==> src/rtl/quad_decode_bank_if.sv <==
// Command/response byte link between the SPI slave and the encoder bank.
// The master drives cmd/cmd_valid; the slave returns a registered response byte.
interface quad_decode_bank_if;
  logic [7:0] cmd;
  logic       cmd_valid;
  logic [7:0] response;

  modport master (output cmd, output cmd_valid, input response);
  modport slave  (input cmd, input cmd_valid, output response);
endinterface

==> src/rtl/quad_decode_bank.sv <==
// Multi-channel x4 quadrature decoder: sync + glitch filter (2+FILT_LEN clks), response 1 clk after cmd_valid,
// no back-pressure (one command per pulse). Optional Z index channel under ENC_INDEX_EN.
module quad_decode_bank #(
  parameter int NUM_CH    = 4,
  parameter int CNT_WIDTH = 16,
  parameter int FILT_LEN  = 3
) (
  input  logic              clk,
  input  logic              rst_n,
  input  logic [NUM_CH-1:0] enc_a,
  input  logic [NUM_CH-1:0] enc_b,
`ifdef ENC_INDEX_EN
  input  logic [NUM_CH-1:0] enc_z,
`endif
  quad_decode_bank_if.slave bus,
  output logic [NUM_CH-1:0] err
);

  localparam logic [3:0] FILT_LAST = 4'(FILT_LEN - 1);

  logic [CNT_WIDTH-1:0] shadow [NUM_CH];
  logic [NUM_CH-1:0]    idx_flag;
  logic                 snap_cmd;
  logic                 clr_cmd;
  logic [63:0]          rd_word;
  logic [7:0]           rd_byte;

  assign snap_cmd = bus.cmd_valid && (bus.cmd[7:6] == 2'b01);
  assign clr_cmd  = bus.cmd_valid && (bus.cmd[7:6] == 2'b10);

  for (genvar g = 0; g < NUM_CH; g++) begin : g_ch
    logic [1:0]           a_sync;
    logic [1:0]           b_sync;
    logic [1:0]           ab_filt;
    logic [1:0]           ab_new;
    logic [3:0]           fcnt;
    logic                 armed;
    logic [CNT_WIDTH-1:0] cnt_q;
    logic [CNT_WIDTH-1:0] shadow_q;
    logic                 err_q;
    logic                 ab_upd;
    logic                 step_fwd;
    logic                 step_rev;
    logic                 clr_hit;
    logic                 z_rise;

    assign ab_new   = {a_sync[1], b_sync[1]};
    assign ab_upd   = (ab_new != ab_filt) && (fcnt == FILT_LAST);
    // Gray order 00->01->11->10: a single-bit move is either one step forward or one back
    assign step_fwd = (ab_new == {ab_filt[0], ~ab_filt[1]});
    assign step_rev = (ab_new == {~ab_filt[0], ab_filt[1]});
    assign clr_hit  = clr_cmd && (bus.cmd[5:3] == 3'(g));

`ifdef ENC_INDEX_EN
    logic [1:0] z_sync;
    logic       z_filt;
    logic [3:0] z_fcnt;
    logic       z_upd;
    logic       idx_q;

    assign z_upd  = (z_sync[1] != z_filt) && (z_fcnt == FILT_LAST);
    assign z_rise = z_upd && z_sync[1];
    assign idx_flag[g] = idx_q;

    always_ff @(posedge clk or negedge rst_n) begin
      if (!rst_n) begin
        z_sync <= '0;
        z_filt <= 1'b0;
        z_fcnt <= '0;
        idx_q  <= 1'b0;
      end else begin
        z_sync <= {z_sync[0], enc_z[g]};
        if (z_upd) begin
          z_filt <= z_sync[1];
          z_fcnt <= '0;
        end else if (z_sync[1] != z_filt) begin
          z_fcnt <= z_fcnt + 4'd1;
        end else begin
          z_fcnt <= '0;
        end
        if (clr_hit)     idx_q <= 1'b0;
        else if (z_rise) idx_q <= 1'b1;
      end
    end
`else
    assign z_rise      = 1'b0;
    assign idx_flag[g] = 1'b0;
`endif

    always_ff @(posedge clk or negedge rst_n) begin
      if (!rst_n) begin
        a_sync   <= '0;
        b_sync   <= '0;
        ab_filt  <= '0;
        fcnt     <= '0;
        armed    <= 1'b0;
        cnt_q    <= '0;
        shadow_q <= '0;
        err_q    <= 1'b0;
      end else begin
        a_sync <= {a_sync[0], enc_a[g]};
        b_sync <= {b_sync[0], enc_b[g]};
        if (ab_upd) begin
          ab_filt <= ab_new;
          fcnt    <= '0;
          if (!armed)        armed <= 1'b1;
          else if (step_fwd) cnt_q <= cnt_q + CNT_WIDTH'(1);
          else if (step_rev) cnt_q <= cnt_q - CNT_WIDTH'(1);
          else               err_q <= 1'b1;
        end else if (ab_new != ab_filt) begin
          fcnt <= fcnt + 4'd1;
        end else begin
          fcnt <= '0;
        end
        // Later assignments take priority: index beats a step, clear beats everything
        if (z_rise) cnt_q <= '0;
        if (clr_hit) begin
          cnt_q <= '0;
          err_q <= 1'b0;
        end
        if (snap_cmd) shadow_q <= cnt_q;
      end
    end

    assign shadow[g] = shadow_q;
    assign err[g]    = err_q;
  end

  // Zero-extension to 64 bits makes out-of-range bytes and channels read as 0x00
  always_comb begin
    rd_word = '0;
    for (int i = 0; i < NUM_CH; i++) begin
      if (bus.cmd[5:3] == 3'(i)) rd_word = 64'(shadow[i]);
    end
  end
  assign rd_byte = rd_word[{bus.cmd[2:0], 3'b000} +: 8];

  always_ff @(posedge clk or negedge rst_n) begin
    if (!rst_n) begin
      bus.response <= 8'h00;
    end else if (bus.cmd_valid) begin
      case (bus.cmd[7:6])
        2'b00:   bus.response <= rd_byte;
        2'b01:   bus.response <= 8'hA5;
        2'b10:   bus.response <= 8'h00;
        default: bus.response <= bus.cmd[0] ? 8'(idx_flag) : 8'(err);
      endcase
    end
  end

endmodule
==> src/flat_wrapper.sv <==
// flat-port wrapper written by rule: the top's interface ports become plain ports
module quad_decode_bank_flat 
#(
  parameter int NUM_CH    = 4,
  parameter int CNT_WIDTH = 16,
  parameter int FILT_LEN  = 3
)
  (clk, rst_n, enc_a, enc_b, err, bus_cmd, bus_cmd_valid, bus_response);
  quad_decode_bank_if bus_i ();
  input  logic clk;
  input  logic rst_n;
  input  logic [NUM_CH-1:0] enc_a;
  input  logic [NUM_CH-1:0] enc_b;
  output logic [NUM_CH-1:0] err;
  input wire logic [$bits(bus_i.cmd)-1:0] bus_cmd;
  input wire logic [$bits(bus_i.cmd_valid)-1:0] bus_cmd_valid;
  output wire logic [$bits(bus_i.response)-1:0] bus_response;
  assign bus_i.cmd = bus_cmd;
  assign bus_i.cmd_valid = bus_cmd_valid;
  assign bus_response = bus_i.response;
  quad_decode_bank #(.NUM_CH(NUM_CH), .CNT_WIDTH(CNT_WIDTH), .FILT_LEN(FILT_LEN)) u_core (.clk(clk), .rst_n(rst_n), .enc_a(enc_a), .enc_b(enc_b), .bus(bus_i), .err(err));
endmodule
==> config.mk <==
export PLATFORM = sky130hd
export DESIGN_NAME = quad_decode_bank_flat
export DESIGN_NICKNAME = d
export VERILOG_FILES = /design/src/rtl/quad_decode_bank_if.sv /design/src/rtl/quad_decode_bank.sv /design/src/flat_wrapper.sv
export SDC_FILE = /design/constraint.sdc
export NUM_CORES = 1
export LEC_CHECK = 0
export BUFFER_PORTS_ARGS = -buffer_cell sky130_fd_sc_hd__clkbuf_2
export CAP_MARGIN = 20
export CORE_ASPECT_RATIO = 0.9
export CORE_MARGIN = 2
export CORE_UTILIZATION = 60
export DETAILED_ROUTE_END_ITERATION = 16
export PLACE_DENSITY_LB_ADDON = 0.08
export SLEW_MARGIN = 20
export SYNTH_ARGS = -nofsm -noshare
export SYNTH_HDL_FRONTEND = slang
export SYNTH_SLANG_ARGS = --single-unit
export TNS_END_PERCENT = 20
==> constraint.sdc <==
create_clock -name clk -period 3.8 [get_ports clk]
set_clock_uncertainty 0.2 [all_clocks]
set_input_delay 0.57 -clock clk [delete_from_list [all_inputs] [get_ports clk]]
set_output_delay 0.57 -clock clk [all_outputs]
set_load 0.005 [all_outputs]
==> metrics.md, run 1 <==
| Metric | Value |
|---|---|
| Switching Fraction | `42.4%` |
| RSZ-0062 raised after global routing | `false` |
| Routability cong. | `0.896` |
| Worst hold path startpoint | `enc_a[1]` |
| Port bufs | `30` |
| CTS tree | `yes` |
| Most frequent cells in the layout | `184 x dfrtp_1, 110 x nand2_1, 96 x a21oi_1` |
| H-Tree Depth | `4` |
| Number of max-cap violations | `0` |
| GRT Residual Overflow | `0` |
| Crit path capture type | `register` |
| Final setup margin | `0.443 ns` |
| Final worst path period share | `between 80% and 90%` |
| Final wirelength | `about 22000 um` |
| Synth Warn # | `0` |
| HPWL after detailed placement | `15700 um` |
| Netlist cell types | `64` |
| Status | `finished clean` |
| Met3 Resource Use GR | `under 10%` |
| Die width | `143 um` |
| PwrDens | `1050 nW/um^2` |
| Switching pwr | `5.15 mW` |
| Critical path launch point type | `register` |
| Nets | `1110` |
| Most used routing layer in global routing | `met2` |
| Clock sinks | `184` |
| Area Growth Syn to Fin | `10.3%` |
| Via count | `7369` |
| TNS Setup | `0 ns` |
| Drt first pass iters | `5` |
| Top_reg_cell synth | `dfrtp_1` |
| CTS max path bufs | `2` |
| Slew @ Worst Pin | `0.853 ns` |
| Minimum clock period | `3.36 ns` |
| DRT iter0 DRCs | `516` |
| Met1 usage in global routing | `a little under two fifths` |
| Final instance area | `11500 um^2` |
| Max rail drop VDD | `around 590 uV` |
| Setup CP Type | `reg2reg` |
| Syn avg cell area | `10.6 um^2` |
| Vias per cell | `5.83` |
| Fin. max-slew vios | `0` |
| Met2 usage | `39.1%` |
| Initial core utilization | `61.7%` |
| Share of layout cells above drive strength 1 | `between 15 and 20%` |
| Int Power | `6.99 mW` |
| Die area | `18500 um^2` |
| CORE AREA | `16900 um^2` |
| Final Hold Fails | `0` |
| Largest net degree at the start of global routing | `83` |
| Final setup viols | `0` |
| Post-synth EDFFs | `0` |
| Most common cell after layout, fill and taps aside | `dfrtp_1` |
| Critical R2R Capture | `u_core.g_ch[0].cnt_q[15]$_DFFE_PN0P_` |
| Routed len/inst | `17.3 um` |
| Hold Path Class | `in2reg` |
| Worst slew margin | `43.0%` |
| Global-route usage over all layers | `25.4%` |
| Final antenna-violating net count | `0` |
| Critical Path RT | `3.96 ns` |
| Setup slack, reg-to-reg | `0.44 ns` |
| First-pass GRT wire length | `36300 um` |
| Clock transition at path regs | `0.07 ns` |
| I/O pin cnt | `31` |
| Worst-skew pair later-pin latency | `0.43 ns` |
| Clock Tree Root | `clkbuf_16` |
| Antenna cells | `0` |
| DIE HEIGHT | `129 um` |
| TritonCTS Buffers | `17` |
| Hold path endpoint | `u_core.g_ch[1].a_sync[0]$_DFF_PN0_` |
| Post-synthesis sequential area ratio | `about 44%` |
| Reg power frac | `29.2%` |
| FF+latch count, synth | `about 180` |
| Mapped Nets | `between 1000 and 1500` |
| Crit path DAT | `3.52 ns` |
| Clk network pwr share | `15.7%` |
| Placed cell area | `between 10000 and 15000 um^2` |
| Pre-CTS WS | `0.461 ns` |
| Maximum clock rate | `298 MHz` |
| Worst r2r path cells | `10` |
| Std-Cell Rows | `45` |
| Comb pwr share | `55.1%` |
| Cells after Synth | `986` |
| Initial antenna violation count | `0` |
| Synthesized area | `10500 um^2` |
| Pleak | `5.12 nW` |
| Hold depth | `1` |
| Async set-reset flop share out of synthesis | `between 90% and 100%` |
| CP Max Fanout | `17` |
| DRC Markers | `0` |
| Reg2Reg Launch Point | `u_core.g_ch[0].a_sync[1]$_DFF_PN0_` |
| Vias in the first global route | `7075` |
[cells by family after synthesis]
kind of cell / count (synthesis) / synth area share [%]
xor gates and xnor gates: 75 / 6.29
adders and majority gates: 76 / 9.39
AOI/OAI and AO/OA: 220 / 12.9
buffers and inverters: 63 / 2.54
DFF: 184 / 44.1
and+or+nand+nor: 268 / 12.5
muxes: 100 / 12.4
[critical path, stage by stage (launching register included)]
cell and delay [ns]:
dfrtp_1 0.41, xnor2_1 0.17, nand2_1 0.44, ha_1 0.47, a21oi_1 0.17, o21ai_0 0.14, a211o_1 0.33, a311oi_1 0.36
xor2_1 0.12, or3_1 0.32, a21oi_1 0.15
[flip-flops by register name (all words and copies together), names as in the netlist]
name                  cells
u_core.g_ch.err_q         4
u_core.g_ch.fcnt         16
u_core.g_ch.shadow_q     64
u_core.g_ch.a_sync        8
u_core.g_ch.armed         4
u_core.bus.response       8
u_core.g_ch.ab_filt       8
u_core.g_ch.b_sync        8
u_core.g_ch.cnt_q        64
[how the worst max path moves through the flow]
stage | end | cells after the start | start
floorplan | u_core.g_ch[3].cnt_q[15]$_DFFE_PN0P_ | 10 | u_core.g_ch[3].a_sync[1]$_DFF_PN0_
global placement | u_core.g_ch[3].cnt_q[12]$_DFFE_PN0P_ | 11 | u_core.g_ch[3].a_sync[1]$_DFF_PN0_
detailed placement | u_core.g_ch[0].cnt_q[15]$_DFFE_PN0P_ | 10 | u_core.g_ch[0].a_sync[1]$_DFF_PN0_
CTS | u_core.g_ch[1].cnt_q[15]$_DFFE_PN0P_ | 10 | u_core.g_ch[1].a_sync[1]$_DFF_PN0_
global route | u_core.g_ch[0].cnt_q[15]$_DFFE_PN0P_ | 10 | u_core.g_ch[0].a_sync[1]$_DFF_PN0_
finish | u_core.g_ch[0].cnt_q[15]$_DFFE_PN0P_ | 10 | u_core.g_ch[0].a_sync[1]$_DFF_PN0_
[cell type report]
class | count | area [um^2]
inverters | 24 | 90.1
clock inverters | 14 | 201
clock buffers | 18 | 439
repair buffers | 49 | 317
well taps | 235 | 294
multi-input cells | 739 | 5590
flip-flops and latches | 184 | 4600
fillers | 1281 | 5420
[power by group through the flow]
stage / logic, mW / registers (mW) / clock network [mW]
after floorplan: 5.52 / 3.24 / 0
after global placement: 6.51 / 3.55 / 0
after global routing: 7.56 / 3.65 / 2.02
after detailed placement: 6.62 / 3.57 / 0
after CTS: 6.69 / 3.54 / 1.94
final: 6.69 / 3.54 / 1.91
[metrics by stage]
stage                     cells  hold WS (ns)  power [mW]  utilization, %
final                      1263        0.0341        12.1            68.0
after global routing       1263        0.0133        13.2            68.0
after CTS                  1263        0.0200        12.2            68.0
after detailed placement   1230         0.135        10.2            64.2
after global placement     1230         0.133        10.1            64.2
after floorplan             986        0.0744        8.75               -
[synth_stat cells, types with 23 or more instances]
cell | count | share of area (%)
a21oi_1 | 96 | 4.6
clkbuf_1 | 23 | 0.83
dfrtp_1 | 184 | 44
ha_1 | 72 | 8.6
inv_1 | 24 | 0.86
mux2_2 | 76 | 8.2
nand2_1 | 110 | 4.0
nand3_1 | 26 | 1.2
nor2_1 | 51 | 1.8
o21ai_0 | 35 | 1.7
xnor2_1 | 49 | 4.1
xor2_1 | 26 | 2.2
[metal layers]
metal,routed length [um],up-vias,share of wire (%)
met4,323,0,1.5
met1,10700,3600,49
met5,0,-,0
li1,-,3618,-
met2,9950,133,46
met3,930,18,4.3
[repair_timing]
item / CTS / global route
hold buffers: 1 / 0
resized for setup: 0 / 0
buffers inserted: 0 / 0
hold endpoints to repair: 22 / 0
No activity file was read; power rests on OpenSTA's default activity.
==> run 2: changes to the inputs <==
--- a/config.mk
+++ b/config.mk
@@ -7,11 +7,13 @@
 export LEC_CHECK = 0
 export BUFFER_PORTS_ARGS = -buffer_cell sky130_fd_sc_hd__clkbuf_2
 export CAP_MARGIN = 20
+export CELL_PAD_IN_SITES_DETAIL_PLACEMENT = 1
+export CELL_PAD_IN_SITES_GLOBAL_PLACEMENT = 1
 export CORE_ASPECT_RATIO = 0.9
 export CORE_MARGIN = 2
-export CORE_UTILIZATION = 60
+export CORE_UTILIZATION = 41
 export DETAILED_ROUTE_END_ITERATION = 16
-export PLACE_DENSITY_LB_ADDON = 0.08
+export PLACE_DENSITY = 0.67
 export SLEW_MARGIN = 20
 export SYNTH_ARGS = -nofsm -noshare
 export SYNTH_HDL_FRONTEND = slang
==> metrics.md, run 2 (same netlist as run 1, synthesis figures left out) <==
| Metric | Value |
|---|---|
| Most frequent cells in the layout | `184 x dfrtp_1, 110 x nand2_1, 96 x a21oi_1` |
| Slew @ Worst Pin | `0.835 ns` |
| Final setup viols | `0` |
| Port bufs | `30` |
| Multi-input gate area | `5590 um^2` |
| Hold Path Class | `in2reg` |
| Number of max-cap violations | `0` |
| Switching Fraction | `44.4%` |
| CP Max Fanout | `15` |
| Initial antenna violation count | `0` |
| H-Tree Depth | `4` |
| RSZ-0062 raised after global routing | `false` |
| CTS tree | `yes` |
| Routability cong. | `around 0.83` |
| Vias per cell | `between 5 and 6` |
| Layout fillers | `between 2000 and 3000` |
| Minimum clock period | `between 3 and 4 ns` |
| Final Hold Fails | `0` |
| Global-route usage over all layers | `a little over a fifth` |
| Most common cell after layout, fill and taps aside | `dfrtp_1` |
| Clock sinks | `184` |
| Die width | `approximately 170 um` |
| Postcts setup bufs | `0` |
| Comb pwr share | `56.7%` |
| Setup CP Type | `reg2reg` |
| Worst-skew pair later-pin latency | `0.44 ns` |
| Final wirelength | `26100 um` |
| Hold_buf cts | `1` |
| Fin. max-slew vios | `0` |
| I/O pin cnt | `31` |
| Area Growth Syn to Fin | `10.9%` |
| Drt first pass iters | `4` |
| Crit path capture type | `register` |
| Register area | `roughly 4600 um^2` |
| CORE AREA | `25100 um^2` |
| TritonCTS Buffers | `17` |
| First-pass GRT wire length | `43200 um` |
| HPWL after detailed placement | `approximately 19000 um` |
| Clk network pwr share | `between 10% and 20%` |
| Std-Cell Rows | `55` |
| Routed len/inst | `between 15 and 20 um` |
| Crit-path max cell delay | `between 0.5 and 0.6 ns` |
| Worst slew margin | `~44%` |
| Maximum clock rate | `approximately 290 MHz` |
| Switching pwr | `5.42 mW` |
| Max rail drop VDD | `approximately 470 uV` |
| Critical path launch point type | `register` |
| Crit path DAT | `about 3.6 ns` |
| Via count | `7566` |
| DIE HEIGHT | `155 um` |
| Die area | `26800 um^2` |
| Post-cts repair resize count | `0` |
| Reg power frac | `between 20% and 30%` |
| Largest net degree at the start of global routing | `between 70 and 80` |
| DRT iter0 DRCs | `between 400 and 500` |
| Nets | `1113` |
| Pre-CTS WS | `0.287 ns` |
| Final setup margin | `0.340 ns` |
| TNS Setup | `0 ns` |
| CP Cell Sequence | `xnor2_1 -> nand2_1 -> ha_1 -> and3_4 -> a21o_1 -> a2111oi_0 -> nor3_1 -> a31oi_1 -> xor2_1 -> a21oi_1` |
| Vias in the first global route | `7911` |
| CTS max path bufs | `2` |
| Clock transition at path regs | `0.08 ns` |
| GRT Residual Overflow | `0` |
| Clock Tree Root | `clkbuf_16` |
| PwrDens | `approximately 1100 nW/um^2` |
| Final antenna-violating net count | `0` |
| WHS | `0.0302 ns` |
| Critical Path RT | `3.94 ns` |
| Critical path's slowest cell | `a2111oi_0` |
| Share of layout cells above drive strength 1 | `18.0%` |
| Initial core utilization | `41.6%` |
| Status | `finished clean` |
| Int Power | `6.78 mW` |
| Pleak | `5.08 nW` |
| DRC Markers | `0` |
| Largest regs | `u_core.g_ch.cnt_q x64, u_core.g_ch.shadow_q x64, u_core.g_ch.fcnt x16` |
| Final worst path period share | `91.1%` |
| Overall power | `12.2 mW` |
| Antenna cells | `0` |
## run 2: changes by cell type in the layout (fill, tap and decap cells not counted)
cell | before | now
buf_4 | 17 | 20
inv_8 | 3 | 1
clkinv_4 | 1 | 3
clkinv_8 | 1 | 0
bufinv_16 | 3 | 0
clkinvlp_4 | 0 | 2
clkbuf_8 | 2 | 1
clkbuf_1 | 0 | 1
clkinv_2 | 0 | 2
## run 2: power by group through the flow
stage | Sequential [mW] | Clock, mW | Combinational [mW]
finish | 3.61 | 1.68 | 6.92
floorplan | 3.24 | 0 | 5.52
CTS | 3.61 | 1.73 | 6.95
detailed placement | 3.63 | 0 | 6.88
global placement | 3.60 | 0 | 6.71
global route | 3.72 | 1.80 | 7.83
## run 2: worst max-delay path, delay by kind of cell, from the launching register on
family / cells / cell delay [ns]
AO/OA/AOI/OAI: 4 / 1.07
AND/OR/NAND/NOR: 3 / 0.77
adder cells (fa/ha/maj): 1 / 0.54
flip-flops: 1 / 0.41
XOR/XNOR: 2 / 0.34
## run 2: through the flow
| stage | std cells | instance area, um^2 | util, % |
|---|---|---|---|
| finish | 1373 | 11600 | 46.1 |
| global route | 1373 | 11600 | 46.1 |
| CTS | 1373 | 11600 | 46.1 |
| detailed placement | 1340 | 11000 | 43.9 |
| global placement | 1340 | 11000 | 43.9 |
| floorplan | 986 | 10500 | - |
## run 2: area by class of cell
class                           count  share of cell area, %
Multi-Input combinational cell    739                   48.2
Inverter                           24                  0.777
Sequential cell                   184                   39.7
Clock buffer                       18                   3.70
Timing Repair Buffer               52                   2.93
Clock inverter                     14                  0.993
Tap cell                          342                   3.69
## run 2: worst paths after layout
| kind | start | endpoint | slack (ns) | cells past startpoint |
|---|---|---|---|---|
| hold reg to reg | u_core.g_ch[1].b_sync[0]$_DFF_PN0_ | u_core.g_ch[1].b_sync[1]$_DFF_PN0_ | 0.15 | 0 |
| setup / recovery | u_core.g_ch[3].a_sync[1]$_DFF_PN0_ | u_core.g_ch[3].cnt_q[13]$_DFFE_PN0P_ | 0.34 | 10 |
| hold / removal | enc_a[0] | u_core.g_ch[0].a_sync[0]$_DFF_PN0_ | 0.03 | 1 |
| max in group asynchronous | rst_n | u_core.g_ch[2].cnt_q[5]$_DFFE_PN0P_ | 1.98 | 3 |
| min in group asynchronous | rst_n | u_core.g_ch[0].fcnt[3]$_DFF_PN0_ | 0.48 | 2 |
| setup reg to reg | u_core.g_ch[3].a_sync[1]$_DFF_PN0_ | u_core.g_ch[3].cnt_q[13]$_DFFE_PN0P_ | 0.34 | 10 |
## run 2: layer usage
layer  global-route usage [%]  up-vias  share of wire [%]
met5                        0        -                  0
met4                     3.84        0               0.71
met3                     3.28       15                2.5
met2                     33.1       70                 46
met1                     30.4     3867                 51
li1                         -     3614                  -
